**src/rtl/keypad_pkg.sv**
```systemverilog
// Shared types and helpers for the keypad scan controller.
package keypad_pkg;

  // Controller states.
  typedef enum logic [1:0] {
    ST_SCAN     = 2'd0,
    ST_PRESS_DB = 2'd1,
    ST_HELD     = 2'd2,
    ST_REL_DB   = 2'd3
  } kp_state_e;

  // Width of the key index row*COLS+col.
  function automatic int code_width(input int rows, input int cols);
    return (rows * cols > 1) ? $clog2(rows * cols) : 1;
  endfunction

endpackage

```
**src/rtl/keypad_event_fifo.sv**
```systemverilog
// Show-ahead event FIFO: the head is visible while non-empty, pops are ignored
// when empty, and a push into a full FIFO survives only if a pop frees a slot.
module keypad_event_fifo
  import keypad_pkg::*;
#(
  parameter int WIDTH = 5,
  parameter int DEPTH = 4
) (
  input  logic             clk,
  input  logic             rst,
  input  logic             push,
  input  logic [WIDTH-1:0] push_data,
  input  logic             pop,
  output logic [WIDTH-1:0] head,
  output logic             full,
  output logic             empty,
  output logic             overflow
);

  localparam int AW   = (DEPTH > 1) ? $clog2(DEPTH) : 1;
  localparam int CNTW = AW + 1;

  logic [WIDTH-1:0] mem_q [DEPTH];
  logic [WIDTH-1:0] mem_d [DEPTH];
  logic [AW-1:0]    wr_ptr_q, wr_ptr_d;
  logic [AW-1:0]    rd_ptr_q, rd_ptr_d;
  logic [CNTW-1:0]  count_q, count_d;
  logic             overflow_q, overflow_d;
  logic             do_push, do_pop;

  // Next-state for storage, pointers, occupancy and the sticky drop flag.
  always_comb begin
    empty      = (count_q == '0);
    full       = (count_q == CNTW'(DEPTH));
    do_pop     = pop && !empty;
    do_push    = push && (!full || do_pop);
    mem_d      = mem_q;
    wr_ptr_d   = wr_ptr_q;
    rd_ptr_d   = rd_ptr_q;
    count_d    = count_q;
    overflow_d = overflow_q || (push && full && !do_pop);
    if (do_push) begin
      mem_d[wr_ptr_q] = push_data;
      wr_ptr_d        = wr_ptr_q + AW'(1);
    end
    if (do_pop) begin
      rd_ptr_d = rd_ptr_q + AW'(1);
    end
    if (do_push && !do_pop) begin
      count_d = count_q + CNTW'(1);
    end else if (do_pop && !do_push) begin
      count_d = count_q - CNTW'(1);
    end
    head     = empty ? '1 : mem_q[rd_ptr_q];
    overflow = overflow_q;
  end

  // Control registers; reset empties the FIFO and clears the drop flag.
  always_ff @(posedge clk) begin
    if (rst) begin
      wr_ptr_q   <= '0;
      rd_ptr_q   <= '0;
      count_q    <= '0;
      overflow_q <= 1'b0;
    end else begin
      wr_ptr_q   <= wr_ptr_d;
      rd_ptr_q   <= rd_ptr_d;
      count_q    <= count_d;
      overflow_q <= overflow_d;
    end
  end

  // Storage needs no reset; empty entries are never presented.
  always_ff @(posedge clk) begin
    mem_q <= mem_d;
  end

endmodule

```
**src/rtl/keypad_scan_ctrl.sv**
```systemverilog
// Row-scanning keypad controller with press/release debounce and event FIFO.
//
// state       | meaning
// ------------+-----------------------------------------------------------
// ST_SCAN     | rotate the low row on each scan tick, look for one low column
// ST_PRESS_DB | row frozen, count cycles the captured column pattern holds
// ST_HELD     | key accepted, pressed=1, wait for all columns to go high
// ST_REL_DB   | count all-high cycles; any low column returns to ST_HELD
module keypad_scan_ctrl
  import keypad_pkg::*;
#(
  parameter int ROWS       = 4,
  parameter int COLS       = 4,
  parameter int SCAN_DIV   = 6250000,
  parameter int DEBOUNCE   = 30,
  parameter int FIFO_DEPTH = 4,
  parameter int REL_EVENTS = 0,
  localparam int CW        = code_width(ROWS, COLS)
) (
  input  logic            clk,
  input  logic            rst,
  input  logic [COLS-1:0] col_in,
  output logic [ROWS-1:0] row_out,
  output logic [CW:0]     key_code,
  output logic            key_valid,
  input  logic            key_ready,
  output logic            pressed,
  output logic            overflow
);

  localparam int DIV_W = $clog2(SCAN_DIV);
  localparam int DB_W  = $clog2(DEBOUNCE);
  localparam int RW    = $clog2(ROWS);
  localparam int CIW   = $clog2(COLS);

  kp_state_e       state_q, state_d;
  logic [DIV_W-1:0] div_q, div_d;
  logic [DB_W-1:0]  cnt_q, cnt_d;
  logic [RW-1:0]    row_q, row_d;
  logic [COLS-1:0]  pat_q, pat_d;
  logic [CW-1:0]    code_q, code_d;
  logic             pressed_q, pressed_d;

  logic             tick, db_done, all_high, one_low;
  logic [CIW-1:0]   col_idx;
  logic [CW-1:0]    cap_code;
  logic             push;
  logic [CW:0]      push_data;
  logic             fifo_empty;

  // Column decode: a single low column names the key on the active row.
  always_comb begin
    all_high = &col_in;
    one_low  = $onehot(~col_in);
    col_idx  = '0;
    for (int c = 0; c < COLS; c++) begin
      if (!col_in[c]) col_idx = CIW'(c);
    end
    cap_code = CW'(int'(row_q) * COLS + int'(col_idx));
  end

  // Scan divider, debounce counting and state transitions.
  always_comb begin
    tick      = (div_q == DIV_W'(SCAN_DIV - 1));
    div_d     = tick ? '0 : div_q + DIV_W'(1);
    db_done   = (cnt_q == DB_W'(DEBOUNCE - 1));
    state_d   = state_q;
    row_d     = row_q;
    cnt_d     = cnt_q;
    pat_d     = pat_q;
    code_d    = code_q;
    pressed_d = pressed_q;
    push      = 1'b0;
    push_data = {1'b0, code_q};
    unique case (state_q)
      ST_SCAN: begin
        if (tick) begin
          if (one_low) begin
            pat_d   = col_in;
            code_d  = cap_code;
            cnt_d   = '0;
            state_d = ST_PRESS_DB;
          end else begin
            row_d = (row_q == RW'(ROWS - 1)) ? '0 : row_q + RW'(1);
          end
        end
      end
      ST_PRESS_DB: begin
        if (col_in != pat_q) begin
          state_d = ST_SCAN;
        end else if (db_done) begin
          push      = 1'b1;
          pressed_d = 1'b1;
          state_d   = ST_HELD;
        end else begin
          cnt_d = cnt_q + DB_W'(1);
        end
      end
      ST_HELD: begin
        if (all_high) begin
          cnt_d   = '0;
          state_d = ST_REL_DB;
        end
      end
      ST_REL_DB: begin
        if (!all_high) begin
          state_d = ST_HELD;
        end else if (db_done) begin
          pressed_d = 1'b0;
          state_d   = ST_SCAN;
          push      = (REL_EVENTS != 0);
          push_data = {1'b1, code_q};
        end else begin
          cnt_d = cnt_q + DB_W'(1);
        end
      end
      default: state_d = ST_SCAN;
    endcase
  end

  // State registers; reset drops any half-debounced key.
  always_ff @(posedge clk) begin
    if (rst) begin
      state_q   <= ST_SCAN;
      div_q     <= '0;
      cnt_q     <= '0;
      row_q     <= '0;
      pat_q     <= '1;
      code_q    <= '0;
      pressed_q <= 1'b0;
    end else begin
      state_q   <= state_d;
      div_q     <= div_d;
      cnt_q     <= cnt_d;
      row_q     <= row_d;
      pat_q     <= pat_d;
      code_q    <= code_d;
      pressed_q <= pressed_d;
    end
  end

  keypad_event_fifo #(
    .WIDTH (CW + 1),
    .DEPTH (FIFO_DEPTH)
  ) u_fifo (
    .clk       (clk),
    .rst       (rst),
    .push      (push),
    .push_data (push_data),
    .pop       (key_ready),
    .head      (key_code),
    .full      (),
    .empty     (fifo_empty),
    .overflow  (overflow)
  );

  assign row_out   = ~(ROWS'(1) << row_q);
  assign key_valid = !fifo_empty;
  assign pressed   = pressed_q;

endmodule
```
**config.mk**
```make
export PLATFORM = sky130hd
export DESIGN_NAME = keypad_scan_ctrl
export DESIGN_NICKNAME = d
export VERILOG_FILES = /design/src/rtl/keypad_pkg.sv /design/src/rtl/keypad_event_fifo.sv /design/src/rtl/keypad_scan_ctrl.sv
export SDC_FILE = /design/constraint.sdc
export NUM_CORES = 1
export LEC_CHECK = 0
export CAP_MARGIN = 20
export CELL_PAD_IN_SITES_DETAIL_PLACEMENT = 0
export CELL_PAD_IN_SITES_GLOBAL_PLACEMENT = 1
export CORE_MARGIN = 4
export CORE_UTILIZATION = 40
export CTS_BUF_LIST = sky130_fd_sc_hd__clkbuf_8
export CTS_CLUSTER_DIAMETER = 40
export CTS_CLUSTER_SIZE = 10
export DETAILED_ROUTE_END_ITERATION = 10
export HOLD_SLACK_MARGIN = 0.03
export PLACE_DENSITY = 0.77
export SYNTH_ARGS = -nofsm -noshare
export SYNTH_HDL_FRONTEND = slang
export SYNTH_SLANG_ARGS = --single-unit
```
**constraint.sdc**
```tcl
create_clock -name clk -period 3.3 [get_ports clk]
set_clock_uncertainty 0.05 [all_clocks]
set_input_delay 0.66 -clock clk [delete_from_list [all_inputs] [get_ports clk]]
set_output_delay 0.66 -clock clk [all_outputs]
set_load 0.05 [all_outputs]
```
* Word-level counts from Yosys, hierarchy flattened
Index checks and enable logic that the tools add are counted.
Widths: inputs -> output; s select.
** Operators by class
- $add $sub $neg :: 11
- Order comparisons :: 3
- Equal/unequal tests :: 18
- Shift-type cells :: 1
- Mux-type cells :: 39
- Bitwise operators :: 5
- Reduce and logical (&&, ||, !) cells :: 24
** Operators with widths (number)
- $mux 5 :: 13
- $add 23x1->23 const B :: 1
- $eq 23x23->1 const B :: 1
- $bwmux 20 :: 1
- $mux 2 :: 10
- $pmux 5 s4 :: 1
- $reduce_and 5->1 :: 3
- $ne 2x2->1 const B :: 7
- $bmux 5 s2 :: 1
- $demux 5 s2 :: 1
- $mux 1 :: 8
- $not 4->4 :: 2
- $pmux 2 s4 :: 1
- $logic_and 1x1->1 :: 7
- $add 2x1->2 const B :: 3
- $eq 2x2->1 const B :: 3
- $ge 3x3->1 const B :: 2
- $mux 3 :: 2
- $ne 3x3->1 const B :: 2
- $not 2->3 :: 2
- $reduce_and 3->1 :: 2
- $add 5x1->5 const B :: 1
- $eq 5x5->1 const B :: 1
- $add 1x1->2 :: 2
- other kinds (19) :: 24
** Storage, ports and cells
- Register bits :: 69
- Output and inout bits :: 12
- Logic and storage cells :: 116

* Depth between registers and ports, before layout
Gate-level depths: netlist (run 1).
- Word-level depth :: 9
- Gate-level depth with buffers :: 11

* Hierarchy
A second synthesis (run 1) with hierarchy kept.
** Unflattened totals
- Cells, all modules :: 330
- Area, all modules :: 3353.2 µm²
** By module, submodules not included
- keypad_scan_ctrl :: times used 1, cells each 250, area each 2112.0 µm², seq. area each 820.8 µm²
- keypad_event_fifo :: times used 1, cells each 80, area each 1241.2 µm², seq. area each 760.7 µm²

* Worst setup path before layout (run 1)
Ideal clock, no wire load.
- Kind :: input -> register
- Start point :: input port col_in[0]
- End point :: register cnt_q[2]
- Arrival :: 2.570 ns
- Data required time :: 3.130 ns
- Slack :: 0.561 ns
- Stages on the path :: 10
- Buffers on the path :: 1
- Cell sequence :: fa_1 -> inv_1 -> ha_1 -> ha_1 -> nor2_1 -> nand2_1 -> nor4_2 -> buf_4 -> nor4_2 -> a211o_1
** Between the ends
- Longest elaborated chain between the ends :: 6
- Elaborated cells between the ends (all ways) :: 11
** RTL lines
- from (decl) :: RTL line keypad_scan_ctrl.sv:22 : input logic [COLS-1:0] col_in,
- $not 4->4 :: RTL line keypad_scan_ctrl.sv:54 : one_low = $onehot(~col_in);
- $add 1x1->2 (implied by the code) :: RTL line keypad_scan_ctrl.sv:54
- $add 2x2->3 (implied by the code) :: RTL line keypad_scan_ctrl.sv:54
- $eq 3x1->1 :: RTL line keypad_scan_ctrl.sv:54
- $ne 2x2->1 (no line)
- $reduce_and 5->1 (no line) (*)
- to (signal assigned) :: RTL line keypad_scan_ctrl.sv:134 : cnt_q <= cnt_d;
- to (decl) :: RTL line keypad_scan_ctrl.sv:38 : logic [DB_W-1:0] cnt_q, cnt_d;
Mark *: on every way between the ends. The rest lies on a longest branch, timed or not.
A chain may end at the register's enable or synchronous reset.

* Worst setup path in the final report (run 1)
- Start point :: register u_fifo.rd_ptr_q[0]
- End point :: output port key_code[3]
** Between the ends
- Longest elaborated chain between the ends :: 5
** RTL lines
- from (decl) :: RTL line keypad_event_fifo.sv:26 : logic [AW-1:0] rd_ptr_q, rd_ptr_d;
- from (signal assigned) :: RTL line keypad_event_fifo.sv:67 : rd_ptr_q <= rd_ptr_d;
- $not 2->3 (implied by the code) :: RTL line keypad_event_fifo.sv:54 : head = empty ? '1 : mem_q[rd_ptr_q];
- $bmux 5 s2 :: RTL line keypad_event_fifo.sv:54
- $mux 5 (implied by the code) (2 in a row) :: RTL line keypad_event_fifo.sv:54
- $mux 5 :: RTL line keypad_event_fifo.sv:54
- to (decl) :: RTL line keypad_scan_ctrl.sv:24 : output logic [CW:0] key_code,
No other way between the ends. The select of a mux whose other input is x is not followed.

==> impl_metrics.csv, run 1 <==
group,metric,value,unit
route,drt-wirelength-per-cell,12.3,um
global_routing,grt_remaining_overflow,0,
setup_path,cp_slowest_cell,"clkdlybuf4s50_1",
timing,slew_headroom,66.5,%
yosys,synth_top_area_cell,"dfxtp_1",
die,die_area,9620,um^2
final_layout,fin_nets,369,
yosys,synth_top_area_share,30.2,%
power,p_sw_share,32.9,%
global_routing,antenna_found_initial,0,
cts,cts.path.max_buffers,2,
yosys,async_flop_share,0,%
timing,grt_setup_unrepaired,"no",
route,drt_pass1_iterations,4,
final_layout,diodes,0,
route,wl,5540,um
yosys,ys_ff_latch,69,
setup_path,critPathMaxStageDelay,0.70,ns
cts,cts_htree_levels,3,
die,die_h,98.1,um
final_layout,syn_to_final_growth,18.1,%
run_status,status,"finished clean",
timing,slew_viol_final,0,
yosys,ys.flop_type,"dfxtp_1",
cts,ctsResizeCount,0,
yosys,syn_area_per_cell,10.5,um^2
setup_path,required,2.59,ns
cts,cts_root_buffer,"clkbuf_8",
final_layout,final_area,3830,um^2
route,vias_per_cell,4.83,
global_routing,grt_pass1_wl,9940,um
cts,clkTransAtPathRegs,0.08,ns
setup_path,critical_path_class,"flop to output port",
yosys,synthCells,308,
yosys,ys_seq_area_share,48.7,%
placement,placed_area,3630,um^2
power,p_clk_share,31.2,%
route,via_count,2181,
die,core_area,7810,um^2
setup_path,cp_top_family,"buffers and inverters",
timing,hold_violations,0,
yosys,synth_nets,332,
placement,place_ws,0.0141,ns
yosys,synth_area_leaders,"dfxtp_1 30%, edfxtp_1 19%, ha_1 5.8%",
yosys,synth_edf_count,20,
final_layout,fillCellCount,735,
die,die_w,98.1,um
power,seq_power_share,42.6,%
die,ios,19,
power,p_sw,718,uW
route,first_iter_violations,84,
power,internal_power,1460,uW
power,p_leak,0.00139,uW
yosys,synth_cell_types,44,
timing,setup_viol,0,
die,start_util,41.6,%
global_routing,grt_pass1_vias,2169,
setup_path,cp_cell_sequence,"mux4_2 -> or2_2 -> clkdlybuf4s50_1",
setup_path,worst-path-buf-inv,1,
global_routing,grt_max_degree,25,
setup_path,start_kind,"flop",
global_routing,grt_usage,12.7,%
final_layout,fin_util,49.1,%
route,ant_nets,0,
timing,worst_pin_slew,0.501,ns
route,drc_errors,0,
timing,setup-tns-final,0,ns
setup_path,cp-end-kind,"output port",
yosys,synth_warnings,0,
setup_path,cp_max_fo,7,
cts,clock_latency,0.34,ns
placement,place_congestion,0.758,
yosys,synth.cell_area,3240,um^2
power,power_density,569,nW/um^2
setup_path,cp_data_arrival_time,2.43,ns
job,max_cap_viol_count,0,
cts,cts_setup_buffers,0,
power,power.share.combinational,26.2,%
cts,cts_tree,"built",
timing,post-route-worst-setup-slack,0.164,ns
cts,cts_made_buffers,9,
timing,min_period,3.14,ns
timing,timing.final.crit_share,95.0,%
cts,cts_sinks,69,
placement,numPortBuffers,18,
die,rows,32,
power,irDropWorstVdd,0.237,mV
final_layout,drive_gt1_share,14.6,%
placement,dpl.hpwl,4050,um
hold_path,holdCritPathClass,"flop to flop",
timing,clock.fmax,0.319,GHz
cts,ctsHoldBuffers,0,
[kinds of logic after synthesis]
logic type	count (synthesis)	share of synthesized area, %
compound gates	26	4.94
xor+xnor	26	7.02
fa+ha+maj	17	7.02
buf+inv	26	3.12
flops	69	48.7
mux	17	7.17
simple gates	127	22.0
[power by group through the flow]
stage               logic, uW  clock network (uW)  registers (uW)
floorplan                 426                   0             928
global placement          575                   0             950
detailed placement        579                   0             950
CTS                       581                 705             931
global route              614                 742             938
finish                    573                 680             930
[metrics by stage]
step                instances  hold WS, ns  power, uW
floorplan                 308        0.376       1350
global placement          436        0.392       1530
detailed placement        436        0.401       1530
CTS                       452        0.419       2220
global route              452        0.446       2290
finish                    452        0.414       2180
[sequential cells by signal (all words and copies together), names as in the netlist]
register,cells
u_fifo.mem_q,20
code_q,4
u_fifo.count_q,3
pressed,1
u_fifo.wr_ptr_q,2
div_q,23
cnt_q,5
u_fifo.overflow,1
row_q,2
pat_q,4
state_q,2
u_fifo.rd_ptr_q,2
[worst paths after layout]
path / slack, ns / depth (start not counted) / to / startpoint
max: 0.16 / 3 / key_code[3] / u_fifo.rd_ptr_q[0]$_SDFFE_PP0N_
min: 0.41 / 1 / div_q[0]$_SDFF_PP0_ / div_q[0]$_SDFF_PP0_
max reg2reg: 0.73 / 10 / u_fifo.count_q[2]$_SDFFE_PP0P_ / cnt_q[0]$_SDFFE_PP0P_
min reg2reg: 0.41 / 1 / div_q[0]$_SDFF_PP0_ / div_q[0]$_SDFF_PP0_
[cells in the mapped netlist, types with 3 or more instances]
cell type / number
dfxtp_1: 49
and4_1: 3
and2_1: 4
a21oi_1: 9
a21o_1: 3
nand4_1: 4
nand3_1: 13
edfxtp_1: 20
xnor2_1: 17
mux2i_1: 12
o21ai_0: 8
mux4_2: 5
nor2_1: 41
ha_1: 15
clkbuf_1: 6
inv_1: 19
nand2_1: 11
xor2_1: 9
nor3_1: 12
nor3b_1: 3
or3_1: 6
nand2b_1: 6
or2_2: 7
[placed cells by master, fill, tap and decap left out, types with 2 or more instances in the layout]
| master | instances |
|---|---|
| dfxtp_1 | 49 |
| nor2_1 | 41 |
| edfxtp_1 | 20 |
| inv_1 | 19 |
| clkdlybuf4s50_1 | 18 |
| xnor2_1 | 17 |
| ha_1 | 15 |
| buf_4 | 15 |
| nand3_1 | 13 |
| nor3_1 | 12 |
| mux2i_1 | 12 |
| nand2_1 | 11 |
| xor2_1 | 9 |
| a21oi_1 | 9 |
| clkbuf_8 | 9 |
| o21ai_0 | 8 |
| or2_2 | 7 |
| nand2b_1 | 6 |
| or3_1 | 6 |
| mux4_2 | 5 |
| and2_1 | 4 |
| nand4_1 | 4 |
| and4_1 | 3 |
| a21o_1 | 3 |
| nor3b_1 | 3 |
| clkinvlp_4 | 3 |
| nor4_2 | 2 |
| and3_1 | 2 |
| nor4_1 | 2 |
| o31ai_1 | 2 |
| fa_1 | 2 |
| inv_6 | 2 |
[per-layer routing]
layer / up-vias / global-route usage (%) / part of all wire [%]
met2: 30 / 21.7 / 49
li1: 1146 / - / -
met4: 0 / 4.47 / 1.4
met5: - / 0 / 0
met1: 998 / 15.2 / 45
met3: 7 / 3.79 / 4.2
[final cells by class]
cell class | instances | area, um^2 | area share [%]
Multi-Input combinational cell | 213 | 1560 | 40.7
Timing Repair Buffer | 33 | 293 | 7.64
Clock inverter | 7 | 73.8 | 1.93
Sequential cell | 69 | 1580 | 41.3
Inverter | 19 | 71.3 | 1.86
Clock buffer | 9 | 124 | 3.23
Tap cell | 102 | 128 | 3.33
Note: power is estimated with default switching activity, not from simulation.
==> run 2, diff against run 1 <==
ABC_CLOCK_PERIOD_IN_PS = 3300   (was default)
==> results of run 2 <==
Same layout as run 1: the final DEF is identical, and so are final timing and power.
==> run 3, diff against run 2 <==
CELL_PAD_IN_SITES_DETAIL_PLACEMENT = 1   (was 0)
CELL_PAD_IN_SITES_GLOBAL_PLACEMENT = 2   (was 1)
PLACE_DENSITY = 0.88   (was 0.77)
==> impl_metrics.csv, run 3 (synthesis results as in run 1) <==
group,metric,value,unit
global_routing,grt_pass1_wl,10900,um
job,max_cap_viol_count,0,
final_layout,final_area,3850,um^2
route,drt-wirelength-per-cell,14.3,um
timing,setup-tns-final,0,ns
placement,dpl.hpwl,4840,um
route,drc_errors,0,
final_layout,drive_gt1_share,14.6,%
timing,grt_setup_unrepaired,"no",
route,vias_per_cell,5.04,
placement,numPortBuffers,18,
setup_path,start_kind,"flop",
timing,worst_pin_slew,0.514,ns
cts,cts_tree,"built",
final_layout,syn_to_final_growth,18.7,%
route,ant_nets,0,
power,power_density,590,nW/um^2
setup_path,cp_max_fo,7,
final_layout,fin_nets,368,
route,first_iter_violations,57,
setup_path,critPathMaxStageDelay,0.70,ns
power,p_leak,0.00141,uW
global_routing,grt_usage,14.1,%
final_layout,final_common_cell,"dfxtp_1",
hold_path,holdCritPathClass,"flop to flop",
timing,hold_violations,0,
die,ios,19,
global_routing,grt_max_degree,25,
cts,cts.path.max_buffers,2,
cts,ctsResizeCount,0,
cts,cts_root_buffer,"clkbuf_8",
global_routing,grt_pass1_vias,2308,
die,die_h,98.1,um
placement,place_ws,-0.0486,ns
die,die_area,9620,um^2
setup_path,cp_data_arrival_time,2.46,ns
timing,setup_viol,0,
die,die_w,98.1,um
cts,cts_setup_buffers,0,
global_routing,antenna_found_initial,0,
die,start_util,41.6,%
setup_path,cp-end-kind,"output port",
placement,place_congestion,0.780,
cts,cts_htree_levels,3,
final_layout,diodes,0,
final_layout,finalNonFillerCells,451,
cts,ctsHoldBuffers,0,
run_status,status,"finished clean",
route,drt_pass1_iterations,4,
cts,clock_latency,0.34,ns
die,core_area,7810,um^2
cts,cts_sinks,69,
cts,cts_made_buffers,9,
route,wl,6450,um
final_layout,top_regs,"div_q x23, u_fifo.mem_q x20, cnt_q x5",
setup_path,critical_path_class,"flop to output port",
setup_path,cp_cell_sequence,"mux4_2 -> or2_2 -> clkdlybuf4s50_1",
timing,slew_viol_final,0,
setup_path,cp_slowest_cell,"clkdlybuf4s50_1",
route,via_count,2271,
timing,timing.final.crit_share,96.1,%
placement,dp_cells,435,
timing,post-route-worst-setup-slack,0.129,ns
global_routing,grt_remaining_overflow,0,
final_layout,largest_reg_flops,23,
timing,clock.fmax,0.315,GHz
setup_path,required,2.59,ns
setup_path,cp_top_family,"buffers and inverters",
placement,placed_area,3630,um^2
die,rows,32,
final_layout,largest_register,"div_q",
cts,clkTransAtPathRegs,0.08,ns
timing,slew_headroom,65.6,%
setup_path,worst-path-buf-inv,1,
timing,min_period,3.17,ns
final_layout,layout_common_cells,"49 x dfxtp_1, 41 x nor2_1, 20 x edfxtp_1",
power,irDropWorstVdd,0.313,mV
## run 3: changes by cell type in the layout (fill, tap and decap cells not counted)
cell	previous run	this run
inv_6	2	0
bufinv_16	1	2
clkinvlp_4	3	1
clkbuf_8	9	10
clkinv_1	1	0
clkinv_4	0	1
buf_4	15	14
clkinv_2	0	2
## run 3: stage by stage
stage          util [%]  hold WS (ns)  total power (uW)
2_1_floorplan         -         0.376              1350
3_3_place_gp       46.5         0.390              1520
3_5_place_dp       46.5         0.399              1540
4_1_cts            49.3         0.417              2310
5_1_grt            49.3         0.459              2390
6_report           49.3         0.409              2270
## run 3: per-layer routing
layer	part of all wire, %	wire length (um)	vias to the layer above	track usage, %
met1	44	2810	1102	16.3
met5	0	0	-	0
met4	1.3	81	0	4.15
met3	2.7	173	9	4.36
met2	52	3380	20	25.0
li1	-	-	1140	-
## run 3: where the power goes
part           internal, uW  total (uW)  switching [uW]
Sequential              891         933            41.4
Clock                   445         760             316
Combinational           223         580             357
Total                  1560        2270             714
## run 3: final cells by class
type                       instances  area, um^2
clock inverter                     6        86.3
timing repair buffer              32         285
sequential                        69        1580
tap                              102         128
multi-input combinational        213        1560
inverter                          19        71.3
clock buffer                      10         138
fill                             882        3960
## run 3: path summary, 6_finish.rpt
kind | start | end | slack [ns] | cells past startpoint
hold / removal | div_q[0]$_SDFF_PP0_ | div_q[0]$_SDFF_PP0_ | 0.41 | 1
setup reg to reg | cnt_q[0]$_SDFFE_PP0P_ | u_fifo.count_q[2]$_SDFFE_PP0P_ | 0.67 | 10
setup / recovery | u_fifo.rd_ptr_q[0]$_SDFFE_PP0N_ | key_code[3] | 0.13 | 3
hold reg to reg | div_q[0]$_SDFF_PP0_ | div_q[0]$_SDFF_PP0_ | 0.41 | 1
